==> src/rtl/uart_rx_fsm_ctrl.sv <==
// UART receiver sequencing controller: frame detection, edge/bit counters,
// and the enable/strobe decode for the sampler, checkers and deserializer.
module uart_rx_fsm_ctrl #(
  parameter int COUNTER_WIDTH  = 4,
  parameter int PRESCALE_WIDTH = 6
) (
  input  logic                      CLK,
  input  logic                      RST,
  input  logic                      RX_IN,
  input  logic                      PAR_EN,
  input  logic [PRESCALE_WIDTH-1:0] Prescale,
  input  logic                      strt_glitch,
  input  logic                      par_err,
  input  logic                      stp_err,
  output logic [PRESCALE_WIDTH-1:0] edge_cnt,
  output logic [COUNTER_WIDTH-1:0]  bit_cnt,
  output logic                      dat_samp_en,
  output logic                      strt_chk_en,
  output logic                      par_chk_en,
  output logic                      err_clr,
  output logic                      deser_en,
  output logic                      data_valid
);

  typedef enum logic [2:0] {
    IDLE   = 3'd0,
    START  = 3'd1,
    DATA   = 3'd2,
    PARITY = 3'd3,
    STOP   = 3'd4
  } state_e;

  localparam logic [PRESCALE_WIDTH-1:0] EDGE_ZERO = {PRESCALE_WIDTH{1'b0}};
  localparam logic [COUNTER_WIDTH-1:0]  BIT_ZERO  = {COUNTER_WIDTH{1'b0}};

  state_e                    state_r, state_s;
  logic [PRESCALE_WIDTH-1:0] edge_r, edge_s;
  logic [PRESCALE_WIDTH-1:0] prescale_r, prescale_s;
  logic [PRESCALE_WIDTH-1:0] last_edge_s, half_edge_s;
  logic [COUNTER_WIDTH-1:0]  bit_r, bit_s;
  logic                      par_en_r, par_en_s;
  logic                      data_valid_r, data_valid_s;
  logic                      bit_end_s;

  // Frame parameters are latched at start detect, so both edges derive from the latched copy.
  assign last_edge_s = prescale_r - PRESCALE_WIDTH'(1);
  assign half_edge_s = (prescale_r >> 1) + PRESCALE_WIDTH'(2);
  assign bit_end_s   = (edge_r == last_edge_s);

  // State, counter and latched-parameter registers.
  always_ff @(posedge CLK or negedge RST) begin
    if (!RST) begin
      state_r      <= IDLE;
      edge_r       <= EDGE_ZERO;
      bit_r        <= BIT_ZERO;
      prescale_r   <= EDGE_ZERO;
      par_en_r     <= 1'b0;
      data_valid_r <= 1'b0;
    end else begin
      state_r      <= state_s;
      edge_r       <= edge_s;
      bit_r        <= bit_s;
      prescale_r   <= prescale_s;
      par_en_r     <= par_en_s;
      data_valid_r <= data_valid_s;
    end
  end

  // Next-state, counter advance and frame-accept decision.
  always_comb begin
    state_s      = state_r;
    edge_s       = edge_r;
    bit_s        = bit_r;
    prescale_s   = prescale_r;
    par_en_s     = par_en_r;
    data_valid_s = 1'b0;

    if (state_r != IDLE) begin
      if (bit_end_s) begin
        edge_s = EDGE_ZERO;
        bit_s  = bit_r + COUNTER_WIDTH'(1);
      end else begin
        edge_s = edge_r + PRESCALE_WIDTH'(1);
      end
    end else begin
      edge_s = EDGE_ZERO;
      bit_s  = BIT_ZERO;
    end

    case (state_r)
      IDLE: begin
        // The detect cycle itself is edge 0 of the start bit.
        if (!RX_IN) begin
          state_s    = START;
          edge_s     = PRESCALE_WIDTH'(1);
          prescale_s = Prescale;
          par_en_s   = PAR_EN;
        end else begin
          state_s = IDLE;
        end
      end
      START: begin
        if (bit_end_s && strt_glitch) begin
          state_s = IDLE;
          edge_s  = EDGE_ZERO;
          bit_s   = BIT_ZERO;
        end else if (bit_end_s) begin
          state_s = DATA;
        end else begin
          state_s = START;
        end
      end
      DATA: begin
        if (bit_end_s && (bit_r == COUNTER_WIDTH'(8))) begin
          state_s = par_en_r ? PARITY : STOP;
        end else begin
          state_s = DATA;
        end
      end
      PARITY: begin
        if (bit_end_s) begin
          state_s = STOP;
        end else begin
          state_s = PARITY;
        end
      end
      STOP: begin
        if (bit_end_s) begin
          state_s      = IDLE;
          edge_s       = EDGE_ZERO;
          bit_s        = BIT_ZERO;
          data_valid_s = !stp_err && !(par_en_r && par_err);
        end else begin
          state_s = STOP;
        end
      end
      default: begin
        state_s = IDLE;
        edge_s  = EDGE_ZERO;
        bit_s   = BIT_ZERO;
      end
    endcase
  end

  assign edge_cnt    = edge_r;
  assign bit_cnt     = bit_r;
  assign dat_samp_en = (state_r != IDLE);
  assign strt_chk_en = (state_r == START)  && (edge_r == half_edge_s);
  assign deser_en    = (state_r == DATA)   && (edge_r == half_edge_s);
  assign par_chk_en  = (state_r == PARITY) && (edge_r == half_edge_s);
  assign err_clr     = (state_r == START)  && (edge_r == PRESCALE_WIDTH'(1)) && (bit_r == BIT_ZERO);
  assign data_valid  = data_valid_r;

endmodule

==> config.mk <==
export PLATFORM = sky130hd
export DESIGN_NAME = uart_rx_fsm_ctrl
export DESIGN_NICKNAME = d
export VERILOG_FILES = /design/src/rtl/uart_rx_fsm_ctrl.sv
export SDC_FILE = /design/constraint.sdc
export NUM_CORES = 1
export LEC_CHECK = 0
export BUFFER_PORTS_ARGS = -buffer_cell sky130_fd_sc_hd__buf_4
export CAP_MARGIN = 20
export CELL_PAD_IN_SITES_DETAIL_PLACEMENT = 0
export CELL_PAD_IN_SITES_GLOBAL_PLACEMENT = 2
export CORE_MARGIN = 2
export CORE_UTILIZATION = 33
export DETAILED_ROUTE_END_ITERATION = 8
export GPL_ROUTABILITY_DRIVEN = 0
export PLACE_DENSITY = 0.83
export REMOVE_ABC_BUFFERS = 1
export SLEW_MARGIN = 10
export SYNTH_ARGS = -nofsm -noshare
export SYNTH_HDL_FRONTEND = slang
export SYNTH_SLANG_ARGS = --single-unit
==> constraint.sdc <==
create_clock -name CLK -period 2.2 [get_ports CLK]
set_input_delay 0 -clock CLK [delete_from_list [all_inputs] [get_ports CLK]]
set_output_delay 0 -clock CLK [all_outputs]
set_load 0.02 [all_outputs]
Word level (Yosys, flattened, before mapping)

Index checks and enable logic that the tools add are counted.

$add $sub $neg: 4
Multiply operators: 0
Divide/modulo/power cells: 0
Order comparisons: 0
Eq/ne operators: 8
Shift operators: 0
Mux-type cells: 21
Bitwise operators: 1
Reduce and logical (&&, ||, !) cells: 17

Operator list:

| operator                                                           | number |
|---|---|
| 6-bit 2-to-1 mux                                                   | 5 |
| 6-bit one-hot mux with 4 select lines                              | 1 |
| 4-bit 2-to-1 mux                                                   | 4 |
| 3-bit one-hot mux with 5 select lines                              | 1 |
| 6-bit == test                                                      | 2 |
| 3-bit 2-to-1 mux                                                   | 4 |
| 4-bit one-hot mux with 3 select lines                              | 1 |
| 1-bit logical AND                                                  | 9 |
| 5-bit by 2-bit adder with 6-bit output, second input constant      | 1 |
| 6-bit by 1-bit adder with 6-bit output, second input constant      | 1 |
| 3-bit by 2-bit == test with 1-bit output, second input constant    | 2 |
| 6-bit by 1-bit == test with 1-bit output, second input constant    | 1 |
| 6-bit by 1-bit subtractor with 6-bit output, second input constant | 1 |
| 4-bit by 1-bit adder with 4-bit output, second input constant      | 1 |
| 4-bit == test, second input constant                               | 1 |
| 4-bit logical NOT                                                  | 1 |
| 2-bit 2-to-1 mux                                                   | 2 |
| 3-bit by 1-bit == test with 1-bit output, second input constant    | 1 |
| 3-bit == test, second input constant                               | 1 |
| 3-bit logical NOT                                                  | 1 |
| 1-bit 2-to-1 mux                                                   | 3 |
| 3-bit nonzero test                                                 | 1 |
| 3-bit OR reduction                                                 | 1 |
| 1-bit logical NOT                                                  | 2 |
| 3 further kinds                                                    | 3 |

Flip-flop bits (word level): 21
Bits in latches: 0
Bits in writable memories: 0
ROM bits: 0
Output and inout port bits: 16
Word-level logic and storage cells: 57
Memories kept: 0

Logic depth before layout (Yosys ltp)

Word-level depth: 6
Mapped depth: 8
Mapped depth without buffers: 7

Least setup slack after synthesis

Ideal clock, no wire load.

Kind: flip-flop to flip-flop
Start point: register prescale_r[1]
End point: register edge_r[0] (netlist: edge_cnt[0])
Library setup time: 0.101 ns
Arrival time: 1.767 ns
Slack: 0.332 ns
Cell stages (with the launch flop): 7
Cells stage by stage: dfrtp_1 -> or3_4 -> or3_4 -> xor2_2 -> nor3_2 -> buf_6 -> o32ai_1

Word-level cells in the longest chain between the ends: 6
Elaborated cells between the ends (all ways): 9
Those cells by class: add/sub: 1; eq/ne: 1; mux: 6; reduce/logical: 1

RTL lines:

| element                                         | RTL line     | source |
|---|---|---|
| from (decl)                                     | 38           | `logic [PRESCALE_WIDTH-1:0] prescale_r, prescale_s;` |
| from (signal assigned)                          | 63           | `prescale_r <= prescale_s;` |
| 6-bit by 1-bit subtractor with 6-bit output (*) | 46           | `assign last_edge_s = prescale_r - PRESCALE_WIDTH'(1);` |
| 6-bit == test (*)                               | 48           | `assign bit_end_s = (edge_r == last_edge_s);` |
| 6-bit 2-to-1 mux                                | 79           | `if (bit_end_s) begin` |
| 6-bit 2-to-1 mux                                | 78           | `if (state_r != IDLE) begin` |
| 6-bit 2-to-1 mux, on equally long branches      | 128, 103, 93 |  |
| 6-bit one-hot mux with 4 select lines (*)       | 90           | `case (state_r)` |
| via edge_s[0]                                   | 37           | `logic [PRESCALE_WIDTH-1:0] edge_r, edge_s;` |
| to (signal assigned)                            | 61           | `edge_r <= edge_s;` |
| to (decl)                                       | 37           |  |

Mark *: on every way through the listed nets, which the timed path passes. The rest lies on a longest branch.
A chain may end at the register's enable or synchronous reset.

Worst setup path after layout

Start point: register prescale_r[1]
End point: register bit_r[1] (netlist: bit_cnt[1])

Word-level cells in the longest chain between the ends: 6
Elaborated cells between the ends (all ways): 8
Those cells by class: add/sub: 1; eq/ne: 1; mux: 5; reduce/logical: 1

RTL lines:

| element                                         | RTL line | source |
|---|---|---|
| 6-bit by 1-bit subtractor with 6-bit output (*) | 46       |  |
| 6-bit == test (*)                               | 48       |  |
| 4-bit 2-to-1 mux                                | 79       |  |
| 4-bit 2-to-1 mux                                | 78       |  |
| 4-bit 2-to-1 mux, on equally long branches      | 128, 103 |  |
| 4-bit one-hot mux with 3 select lines (*)       | 90       |  |
| via bit_s[1]                                    | 40       | `logic [COUNTER_WIDTH-1:0] bit_r, bit_s;` |
| to (signal assigned)                            | 62       | `bit_r <= bit_s;` |
| to (decl)                                       | 40       |  |

Marked as above.

==> out/metrics.yaml <==
setup_viol: 0
setup_tns_ns: 0
max_stage_delay_ns: 0.41
drive_above_1_share_pct: 25.3
p_sw_w: 0.00128
yosysSeqAreaShare_pct: 36.3
syn_area_sq_um: 1450
final_area_sq_um: 1850
dp_hpwl_um: 2800
cp-start-kind: "flip-flop"
clk_latency_ns: 0.26
die_h_um: 70.2
clkSlewWorstSetupHoldPaths_ns: 0.07
coreArea_sq_um: 4290
syn_avg_cell_area_sq_um: 9.16
vias_per_cell: 5.18
routed_wl_um: 3580
worstHoldPathType: "input pin to flip-flop"
start_util_pct: 33.7
syn_inst: 158
cp-end-kind: "flip-flop"
timing.fmax_mhz: 487
drc_errors: 0
finalNetCount: 216
min_period_ns: 2.05
fin_crit_sh_pct: 93.3
cp_max_fo: 7
place_area_sq_um: 1720
ir_drop_v: 0.000444
layout_common_cells: "33 x buf_4, 20 x dfrtp_1, 13 x xnor2_1"
p_comb_share_pct: 62.2
final_common_cell: "buf_4"
htree_levels: 1
swShare_pct: 48.5
grt_pass1_vias: 1243
die_area_sq_um: 4930
path_common_cell: "or3_4"
antenna_found_initial: 0
vias: 1274
rows: 24
first_pass_iters: 4
overflow: 0
p_leak_nw: 0.816
die_x_um: 70.2
wl_per_cell_um: 14.6
finalHoldViolCount: 0
grt_max_degree: 22
drt_iter0_markers: 42
p_int_w: 0.00136
rsz0062_at_grt: "no"
grt_usage_pct: 15.0
slew_headroom_pct: 69.7
reg2reg_depth: 6
diodes: 0
fin_worst_skew_ns: 0.00115
worst_path_max_delay_cell: "dfrtp_1"
tightest_slew_ns: 0.453
cts_buffers: 3
p_seq_share_pct: 28.5
yosys_register_bits: 21
worstPathArrival_ns: 2.21
critPathKind: "flip-flop to flip-flop"
holdPathStages: 3
cts_tree: "built"
outcome: "finished, final reports clean"
ant_nets: 0
postCtsSetupRepairBufs: 0
grt_pass1_wl_um: 5880
crit_path_cell_trace: "or3_4 > or3_4 > xor2_2 > nor3_4 > buf_4 > o31ai_1"
clockPowerShare_pct: 9.3
port_buffers: 28
drv_slew: 0
cts-root-buf: "clkbuf_8"
area_growth_pct: 28.1
clock-sinks: 21
total_power_w: 0.00263
synth_cell_types: 38
worstPathRequired_ns: 2.36
cellPowerDensity_nw_per_um2: 1420
cts_buffer_depth: 2
drv_cap: 0
io_pins: 29
synth_warnings: 0
==> power by group through the flow <==
stage	clock network, W	logic, W	registers [W]
6_report	0.000246	0.00164	0.000750
5_1_grt	0.000274	0.00180	0.000778
4_1_cts	0.000256	0.00162	0.000747
3_5_place_dp	0	0.00160	0.000756
3_3_place_gp	0	0.00156	0.000747
2_1_floorplan	0	0.00107	0.000785
==> final cells by class <==
cell class,count,area [sq um]
repair buffers,41,328
clock buffers,4,45.0
inverters,9,33.8
flip-flops and latches,21,527
well taps,52,65.1
multi-input cells,119,856
fillers,448,2440
==> repair_timing <==
| item | CTS | global route |
|---|---|---|
| resized for setup | 0 | 3 |
| endpoints found under the hold margin | 28 | 0 |
| setup endpoints to repair | 0 | 5 |
| hold buffers | 8 | 0 |
==> Yosys cell counts, drive strengths merged <==
master   instances  area [sq um]
nand3            6          30.0
o41ai            2          17.5
a211oi           1          7.51
mux2             3          33.8
and2             1          6.26
and3             3          18.8
ha               8           100
nor4             2          18.8
clkbuf           8          30.0
buf              1          11.3
a31o             1          8.76
nand2b           3          18.8
nand2           11          41.3
nor2            11          41.3
xnor2           15           146
nor3b            1          7.51
nor4b            2          17.5
nand3b           2          15.0
nor3            13          70.1
o31ai            3          22.5
inv              9          33.8
a21o             1          7.51
o21ai            5          25.0
a21oi            3          15.0
a31oi            2          12.5
xor2             5          51.3
o2bb2ai          2          17.5
nand4            6          37.5
dfrtp           21           526
and3b            1          8.76
or3              4          35.0
o32ai            1          8.76
nor2b            1          6.26
==> layer usage <==
metal / wire [um] / up-vias / global-route usage, % / part of all wire [%]
met2: 1740 / 30 / 25.5 / 49
li1: - / 629 / - / -
met5: 0 / - / 0 / 0
met3: 156 / 5 / 2.16 / 4.4
met1: 1640 / 610 / 19.9 / 46
met4: 40 / 0 / 4.06 / 1.1
==> registers in the layout, indices dropped and copies added (netlist names) <==
name        cells
bit_cnt         4
par_en_r        1
data_valid      1
prescale_r      6
edge_cnt        6
state_r         3
==> cells by family after synthesis <==
| family | Yosys count | share of synthesized area (%) |
|---|---|---|
| simple gates | 67 | 25.8 |
| compound gates | 21 | 9.85 |
| flops | 21 | 36.3 |
| xor+xnor | 20 | 13.7 |
| buf+inv | 18 | 5.19 |
| fa+ha+maj | 8 | 6.91 |
| mux | 3 | 2.33 |
==> critical path: cells and delay by family, from the launching register on <==
kind,cells,cell delay (ns)
AND/OR/NAND/NOR,3,0.85
flip-flops,1,0.41
XOR/XNOR,1,0.31
AO/OA/AOI/OAI,1,0.20
buffers and inverters,1,0.18
==> worst paths after layout <==
check,from,slack [ns],endpoint
max reg2reg,prescale_r[1]$_DFFE_PN0P_,0.15,bit_cnt[1]$_DFF_PN0_
max in group asynchronous,RST,1.81,prescale_r[2]$_DFFE_PN0P_
min,strt_glitch,0.03,state_r[1]$_DFF_PN0_
min reg2reg,prescale_r[1]$_DFFE_PN0P_,0.62,prescale_r[1]$_DFFE_PN0P_
max,prescale_r[1]$_DFFE_PN0P_,0.15,bit_cnt[1]$_DFF_PN0_
min in group asynchronous,RST,0.16,par_en_r$_DFFE_PN0P_
==> through the flow <==
step	setup WS [ns]	utilization (%)	cells	hold WS [ns]
after global placement	0.185	40.0	234	-0.0979
final	0.148	43.2	246	0.0271
after floorplan	0.215	-	149	-0.296
after global routing	0.0127	43.2	246	0.0324
after detailed placement	0.143	40.0	234	-0.0994
after CTS	0.128	42.9	246	0.0202
No activity file was read; power rests on OpenSTA's default activity.
